$ cat src/rtl/keypad_scanner.sv
// keypad_scanner: 4x4 row-scanned matrix keypad reader.
// Debounces one key at a time and strobes its code once per press.
module keypad_scanner #(
  parameter int SCAN_DIV       = 25000,
  parameter int DEBOUNCE_TICKS = 20
) (
  input  logic       clk,
  input  logic       reset,
  input  logic [3:0] col_in,
  output logic [3:0] row_out,
  output logic [3:0] key_code,
  output logic       key_valid,
  output logic       key_held
);

  localparam int DW = (SCAN_DIV > 1) ? $clog2(SCAN_DIV) : 1;
  localparam int CW = (DEBOUNCE_TICKS > 1) ?
                      $clog2(DEBOUNCE_TICKS) : 1;
  localparam logic [DW-1:0] DIV_MAX = DW'(SCAN_DIV - 1);
  localparam logic [CW-1:0] CNT_MAX = CW'(DEBOUNCE_TICKS - 1);

  typedef enum logic [1:0] {
    SCAN,
    DEBOUNCE,
    HELD,
    RELEASE
  } state_t;

  state_t          state;
  state_t          state_nx;
  logic [3:0]      col_m;
  logic [3:0]      col_s;
  logic [DW-1:0]   div;
  logic            tick;
  logic [1:0]      row_idx;
  logic [1:0]      row_nx;
  logic [1:0]      key_row;
  logic [1:0]      key_row_nx;
  logic [1:0]      key_col;
  logic [1:0]      key_col_nx;
  logic [1:0]      low_col;
  logic [CW-1:0]   cnt;
  logic [CW-1:0]   cnt_nx;
  logic            valid_nx;
  logic            key_up;

  always_ff @(posedge clk or posedge reset) begin
    if (reset) begin
      col_m <= 4'hF;
      col_s <= 4'hF;
    end else begin
      col_m <= col_in;
      col_s <= col_m;
    end
  end

  always_ff @(posedge clk or posedge reset) begin
    if (reset) begin
      div <= '0;
    end else if (div == DIV_MAX) begin
      div <= '0;
    end else begin
      div <= div + 1'b1;
    end
  end

  assign tick   = (div == DIV_MAX);
  assign key_up = col_s[key_col];

  // Several columns may be low together; the lowest index wins.
  always_comb begin
    low_col = 2'd0;
    priority case (1'b1)
      !col_s[0]: low_col = 2'd0;
      !col_s[1]: low_col = 2'd1;
      !col_s[2]: low_col = 2'd2;
      !col_s[3]: low_col = 2'd3;
      default:   low_col = 2'd0;
    endcase
  end

  always_comb begin
    state_nx   = state;
    row_nx     = row_idx;
    cnt_nx     = cnt;
    key_row_nx = key_row;
    key_col_nx = key_col;
    valid_nx   = 1'b0;
    if (tick) begin
      unique case (state)
        SCAN: begin
          if (col_s == 4'hF) begin
            row_nx = row_idx + 2'd1;
          end else begin
            key_row_nx = row_idx;
            key_col_nx = low_col;
            cnt_nx     = '0;
            state_nx   = DEBOUNCE;
          end
        end
        DEBOUNCE: begin
          if (key_up) begin
            row_nx   = row_idx + 2'd1;
            state_nx = SCAN;
          end else if (cnt == CNT_MAX) begin
            valid_nx = 1'b1;
            state_nx = HELD;
          end else begin
            cnt_nx = cnt + 1'b1;
          end
        end
        HELD: begin
          if (key_up) begin
            cnt_nx   = '0;
            state_nx = RELEASE;
          end
        end
        RELEASE: begin
          if (!key_up) begin
            cnt_nx   = '0;
            state_nx = HELD;
          end else if (cnt == CNT_MAX) begin
            row_nx   = row_idx + 2'd1;
            state_nx = SCAN;
          end else begin
            cnt_nx = cnt + 1'b1;
          end
        end
        default: state_nx = SCAN;
      endcase
    end
  end

  always_ff @(posedge clk or posedge reset) begin
    if (reset) begin
      state     <= SCAN;
      row_idx   <= 2'd0;
      row_out   <= 4'b1110;
      cnt       <= '0;
      key_row   <= 2'd0;
      key_col   <= 2'd0;
      key_code  <= 4'h0;
      key_valid <= 1'b0;
      key_held  <= 1'b0;
    end else begin
      state     <= state_nx;
      row_idx   <= row_nx;
      row_out   <= ~(4'b0001 << row_nx);
      cnt       <= cnt_nx;
      key_row   <= key_row_nx;
      key_col   <= key_col_nx;
      key_valid <= valid_nx;
      if (valid_nx) begin
        key_code <= {key_row, key_col};
      end
      key_held  <= (state_nx == HELD) ||
                   (state_nx == RELEASE);
    end
  end

endmodule

$ cat config.mk
export PLATFORM = sky130hd
export DESIGN_NAME = keypad_scanner
export DESIGN_NICKNAME = d
export VERILOG_FILES = /design/src/rtl/keypad_scanner.sv
export SDC_FILE = /design/constraint.sdc
export NUM_CORES = 1
export LEC_CHECK = 0
export ABC_CLOCK_PERIOD_IN_PS = 2740
export CAP_MARGIN = 15
export CELL_PAD_IN_SITES_DETAIL_PLACEMENT = 0
export CELL_PAD_IN_SITES_GLOBAL_PLACEMENT = 2
export CORE_MARGIN = 3
export CORE_UTILIZATION = 35
export DETAILED_ROUTE_END_ITERATION = 10
export PLACE_DENSITY_LB_ADDON = 0.3
export SETUP_SLACK_MARGIN = 0.15
export SYNTH_ARGS = -nofsm -noshare
export SYNTH_HDL_FRONTEND = slang
export SYNTH_SLANG_ARGS = --single-unit
$ cat constraint.sdc
create_clock -name clk -period 2.74 [get_ports clk]
set_clock_uncertainty 0.2 [all_clocks]
set_input_delay 0.274 -clock clk [delete_from_list [all_inputs] [get_ports clk]]
set_output_delay 0.274 -clock clk [all_outputs]
set_load 0.05 [all_outputs]
### Word-level counts from Yosys, hierarchy flattened

Index checks and enable logic that the tools add are counted.

* output and inout port bits: 10
* register bits after elaboration: 46
* input bits: 6

* $add $sub $neg: 3
* equal/unequal tests: 11
* shift operators: 1
* bitwise logic cells: 2
* $lt $le $gt $ge: 1
* multiplexer cells: 31
* reduce and logical (&&, ||, !) cells: 4

Operator list (count)
* $mux 2: 16
* $mux 5: 5
* $pmux 5 s4: 1
* $add 15x1->15 const B: 1
* $eq 15x15->1 const B: 1
* $mux 15: 1
* $eq 2x2->1 const B: 4
* $pmux 2 s4: 1
* $ne 2x2->1 const B: 3
* $pmux 2 s3: 1
* $add 5x1->5 const B: 1
* $eq 5x5->1 const B: 1
* $mux 1: 5
* $eq 4x4->1 const B: 1
* $not 4->4: 1
* $reduce_and 4->1: 1
* $shl 1x2->4 const A: 1
* $lt 2x3->1 const B: 1
* $reduce_and 3->1: 1
* $add 2x1->2 const B: 1
* $bmux 1 s2: 1
* $eq 2x1->1 const B: 1
* $logic_not 2->1: 1
* $logic_or 1x1->1: 1
* $not 1->1: 1

### Depth between registers and ports, before layout

Gate-level depths: netlist (run 1).

* depth after elaboration: 7
* gate-level depth with buffers: 7

### Worst setup path after synthesis (run 1)

Ideal clock, no wire load.

* path type: register to register
* start: register div[3]
* end: register key_code[0]
* library setup time: 125 ps
* period minus slack after synthesis: 2679 ps
* data arrival time: 2354 ps
* setup slack: 61 ps
* path buffers: 1
* cell stages (with the launch flop): 6
* cells stage by stage: dfrtp_1 -> or4_4 -> or4_1 -> buf_6 -> nor4_4 -> mux2_2

* word-level cells in the longest chain between the ends: 2

Ends and longest elaborated chain
* start, declared: line 33 `logic [DW-1:0] div;`
* start signal, assigned: line 63 `div <= div + 1'b1;`
* $eq 15x15->1: line 67 `assign tick = (div == DIV_MAX);`
* $mux 1: line 89 `if (tick) begin`
* named net valid_nx: line 44 `logic valid_nx;`
* end signal, assigned: line 154 `key_code <= {key_row, key_col};`
* end, declared: line 11 `output logic [3:0] key_code,`

The timed path passes the listed nets, and every way through them passes these cells.
A chain may end at the register's enable or synchronous reset.

### Final worst setup path (run 1)

* start: register div[6]
* end: register key_code[2]

The elaborated chain is that of the path after synthesis.

==> results of run 1 <==
## state kept, by name, indices dropped and copies added, names as in the netlist
register   count
div           15
cnt            5
col_m          4
col_s          4
key_code       4
row_out        4
key_col        2
key_row        2
row_idx        2
state          2
key_held       1
key_valid      1
## final cells by class
type / count / area, um2
clock inverter: 1 / 5.00
sequential: 46 / 1160
fill: 523 / 2860
tap: 70 / 87.6
clock buffer: 7 / 86.3
timing repair buffer: 33 / 298
inverter: 7 / 26.3
multi-input combinational: 112 / 806
## worst min-delay path by stage
stage / startpoint / to / cells after the start
3_3_place_gp: col_m[0] / col_s[0] / 0
3_5_place_dp: col_m[3] / col_s[3] / 0
5_1_grt: reset / div[9] / 3
6_report: reset / cnt[0] / 3
2_1_floorplan: col_in[0] / col_m[0] / 0
4_1_cts: reset / div[1] / 3
## placed cells by master (no fill, tap or decap), types with 2 or more instances in the layout
master / instances
or2_2: 2
nand2_1: 10
nand2b_1: 3
nor4_4: 3
nor2b_1: 3
a22o_1: 2
nand3_1: 10
dfstp_2: 11
nor2_1: 14
mux2i_1: 2
clkdlybuf4s50_1: 15
nor3b_1: 2
xnor2_1: 5
and2_1: 2
mux2_2: 5
xor2_1: 7
o21ai_0: 13
clkbuf_8: 6
ha_1: 2
buf_4: 17
dfrtp_1: 35
inv_1: 6
or3_1: 2
or4_4: 2
and3_1: 2
o31ai_1: 4
and4_1: 2
nand4_1: 2
a21oi_1: 2
## layer usage
metal | wire, um | global-route usage [%]
met1 | 1790 | 16.6
met5 | 0 | 0
met2 | 1700 | 19.0
met4 | 58 | 5.32
met3 | 128 | 3.84
## power by group
part / total (uW) / switching (uW) / internal (uW)
logic: 28.3 / 17.2 / 11.2
registers: 693 / 3.43 / 689
clock network: 415 / 211 / 204
## repair_timing
action | 4_1_cts | 5_1_grt
endpoints found under the setup margin | 12 | 8
pin swaps | 2 | 2
hold endpoints to repair | 0 | 0
gates resized for setup | 1 | 2
setup buffers | 2 | 3
## worst max-delay path, cell delays in order, from the launching register on
cell and delay [ns]:
dfrtp_1 0.40, or4_4 0.52, or4_4 0.61, nor4_4 0.23, buf_4 0.19, mux2_2 0.33
## kinds of logic after synthesis
family                   share of synthesized area (%)
multiplexers                                      5.49
XOR/XNOR                                          5.24
flip-flops                                        58.0
adder cells (fa/ha/maj)                           1.25
AND/OR/NAND/NOR                                   19.5
buffers and inverters                             2.24
AO/OA/AOI/OAI                                     8.29
## stage by stage
| step | hold WS, ns | utilization (%) | worst slack, ns |
|---|---|---|---|
| CTS | 0.126 | 45.8 | 0.151 |
| floorplan | 0.0785 | - | 0.171 |
| finish | 0.129 | 46.4 | 0.133 |
| global placement | 0.146 | 43.8 | 0.109 |
| global route | 0.136 | 46.4 | 0.0912 |
| detailed placement | 0.149 | 43.8 | 0.0395 |
==> results.toml, run 1 <==
[global_route]
track_usage_pct = 12.5
grt_pass1_vias = 1330
grt_overflow_total = 0
grt_max_degree = 47
grt_pass1_wl_um = 6310
antenna_found_initial = 0

[die]
die-area_um2 = 6680
core-area_um2 = 5340
placementRows = 26
io_pins = 16
die_x_um = 81.7
die_height_um = 81.7
initial_utilization_pct = 37.6

[cts]
htreeDepth = 2
clock_path_buffers = 2
cts_tree = "yes"
cts_root_buf = "clkbuf_8"
numCtsBuffers = 5
hold_buffers = 0
cts.sinks = 46
clock_latency_ns = 0.29
clk_pin_slew_worst_paths_ns = 0.08

[setup_path]
crit_type = "reg2reg"
cp.arrival_ns = 2.58
crit_path_end_kind = "flop"
cp-start-kind = "flop"
r2r-start = "div[6]"
endpoint = "key_code[2]"
r2r_end = "key_code[2]"
worst-endpoint-required_ns = 2.72
r2r_cells = 5
r2r_setup_slack_ns = 0.13
startpoint = "div[6]"
cp_max_fo = 5

[finish]
area_delta_synth_final_pct = 23.3
final_cell_area_um2 = 2470
finalNonFillerCells = 276
nets = 213
drive_gt1_share_pct = 24.8
n_antenna_cell = 0

[timing]
fin_tns_setup_ns = 0
slew_violations = 0
slew-limit-headroom_pct = 60.2
rsz0062_at_grt = "yes"
setup_violations = 0
fmax_mhz = 384
period_share_pct = 95.1
min_period_ns = 2.61
worst_pin_slew_ns = 0.591
hold_violations = 0

[synth]
synthCells = 168
syn_avg_cell_area_um2 = 11.9
synthesis.nets = 176
synthDistinctLibCells = 39
ys.flop_type = "dfrtp_1"
ys_warn_count = 0
seq_area_frac_synth_pct = 58.0
netlist.top_cell.by_area = "dfrtp_1"
synthTopCellsByArea = "dfrtp_1 44%, dfstp_2 14%, mux2_2 3.4%, o21ai_0 3.2%, nor4_4 3.2%"
synth_edf_count = 0
syn_area_um2 = 2010
synth_common_cells = "35 x dfrtp_1, 14 x nor2_1, 13 x o21ai_0"
yosysMostFrequentCell = "dfrtp_1"
async_flop_share_pct = 100
ys_seq_elements = 46
synth_top_area_share_pct = 43.6

[pwr]
p_leak_uw = 0.00104
power.density_nw_per_um2 = 459
ir_worst_vdd_uv = 301
power_uw = 1140

[status]
outcome = "complete, no violations"

[placed_design]
dp_cells = 263
placedInstanceArea_um2 = 2340
io_buffers = 15
gp_congestion = 0.781
dp_hpwl_um = 2540

[detailed_routing]
wl_per_cell_um = 13.3
dr.pass1.iters = 5
num_vias = 1343
drc = 0
drtAntennaViolNets = 0
drt-initial-drc-count = 49
routed_wl_um = 3670
vias_per_cell = 4.87

[min_path]
hold_class = "in2async"

[flow_run]
drv_cap = 0
(Power assumes the default switching activity.)
==> run 2, diff against run 1 <==
Settings changed: ABC_CLOCK_PERIOD_IN_PS 2740 to default.
==> results of run 2 <==
Same layout as run 1: the final DEF is identical, and so are final timing and power.
==> run 3, diff against run 2 <==
Settings changed: HOLD_SLACK_MARGIN from default to 0.08, PLACE_DENSITY_LB_ADDON 0.3 to 0.1.
==> run 3 against run 2 <==
  * Core utilization is 0.19 points higher
  * Flip-flop and latch count unchanged
  * Sequential share of layout area down 0.19 points
  * Largest cell class unchanged
==> results.toml, run 3 (same netlist as run 1, synthesis figures left out) <==
[global_route]
antenna_found_initial = 0
top_usage_layer = "met2"
track_usage_pct = 13.3
grt_util_met2_pct = 21.4
grt_use_met3_pct = 3.62
grt_pass1_wl_um = 6780
grt_overflow_total = 0
grt_pass1_vias = 1435
grt_max_degree = 26
use_met1_pct = 17.4

[finish]
n_antenna_cell = 0
regMostFlops = "div"
largest_reg_flops = 15
finalNonFillerCells = 273
area_delta_synth_final_pct = 23.8
reg_top3 = "div x15, cnt x5"
final_cell_area_um2 = 2480
nets = 210
drive_gt1_share_pct = 25.1
final_common_cell = "dfrtp_1"
mostFrequentLayoutCells = "35 x dfrtp_1, 15 x clkdlybuf4s50_1, 14 x nor2_1, 14 x buf_4, 13 x o21ai_0"

[timing]
fmax_mhz = 396
slew_violations = 0
hold_violations = 0
setup_ws_ns = 0.212
period_share_pct = 92.3
min_period_ns = 2.53
rsz0062_at_grt = "yes"
setup_violations = 0
fin_tns_setup_ns = 0
slew-limit-headroom_pct = 44.9
worst_pin_slew_ns = 0.822

[cts]
cts_root_buf = "clkbuf_8"
clk_pin_slew_worst_paths_ns = 0.09
hold_buffers = 0
cts_tree = "yes"
htreeDepth = 2
clock_latency_ns = 0.29
cts.sinks = 46
numCtsBuffers = 5
clock_path_buffers = 2

[setup_path]
cpLargestDelayFamily = "simple AND/OR/NAND/NOR gates"
startpoint = "div[3]"
path_buf_inv = 1
critPathMaxStageDelay_ns = 0.60
crit_type = "reg2reg"
path_cells = "or4_4 -> or4_4 -> nor4_4 -> buf_4 -> mux2_2"
crit_path_end_kind = "flop"
cp_slowest_cell = "or4_4"
cp.arrival_ns = 2.51
r2r-start = "div[3]"
cp-start-kind = "flop"
cpMostUsedCell = "or4_4"
cp_max_fo = 5
worst-endpoint-required_ns = 2.72

[detailed_routing]
wl_per_cell_um = 13.7
num_vias = 1361
vias_per_cell = 4.99
drc = 0
routed_wl_um = 3750
dr.pass1.iters = 4
drtAntennaViolNets = 0
drt-initial-drc-count = 23

[placed_design]
dp_worst_setup_slack_ns = 0.0343
io_buffers = 15
dp_cells = 264
gp_congestion = 0.734
placedInstanceArea_um2 = 2340
dp_hpwl_um = 2690

[pwr]
p_leak_uw = 0.00103
ir_worst_vdd_uv = 334
power.density_nw_per_um2 = 490

[die]
io_pins = 16
initial_utilization_pct = 37.6
die_height_um = 81.7
placementRows = 26
die_x_um = 81.7
core-area_um2 = 5340
die-area_um2 = 6680

[status]
outcome = "complete, no violations"

[flow_run]
drv_cap = 0

[min_path]
hold_class = "in2async"
==> run 3: changes by cell type in the layout (fill, tap and decap cells not counted), sizes merged <==
cell | previous run | this run
clkbuf | 7 | 6
buf | 18 | 15
clkinv | 2 | 1
bufinv | 0 | 1
clkinvlp | 0 | 1
==> run 3: metrics by stage <==
step	utilization, %	power (uW)	hold WS [ns]
final	46.6	1220	0.147
after global routing	46.6	1260	0.162
after CTS	46.2	1240	0.159
after detailed placement	43.9	736	0.147
after global placement	43.9	735	0.147
after floorplan	-	719	0.0785
==> run 3: where the power goes <==
group          internal, uW  switching [uW]
Clock                   272             223
Combinational          11.1            17.8
Sequential              689            3.29
==> run 3: final timing paths <==
check                              endpoint  cells after the start  slack [ns]
worst min-delay path              key_valid                      2        0.15
worst max-delay path            key_code[0]                      5        0.21
worst min register to register     col_s[0]                      0        0.16
worst max register to register  key_code[0]                      5        0.21
min in group clk                   col_s[0]                      0        0.16
max in group asynchronous          col_s[2]                      3        1.59
==> run 3: final cells by class <==
type | count | area, um2
Timing Repair Buffer | 30 | 275
Sequential cell | 46 | 1160
Clock buffer | 6 | 72.6
Inverter | 7 | 26.3
Tap cell | 70 | 87.6
Clock inverter | 2 | 37.5
Multi-Input combinational cell | 112 | 820
Fill cell | 521 | 2850
==> run 3: metal layers <==
layer	up-vias	routed length, um
li1	667	-
met1	666	1800
met2	23	1780
met3	5	139
met4	0	34
met5	-	0
==> run 3: timing repair <==
action | CTS | global route
gates cloned | 0 | 0
gates resized for setup | 1 | 3
pin swaps | 2 | 2
setup endpoints to repair | 14 | 8
setup buffers | 1 | 0
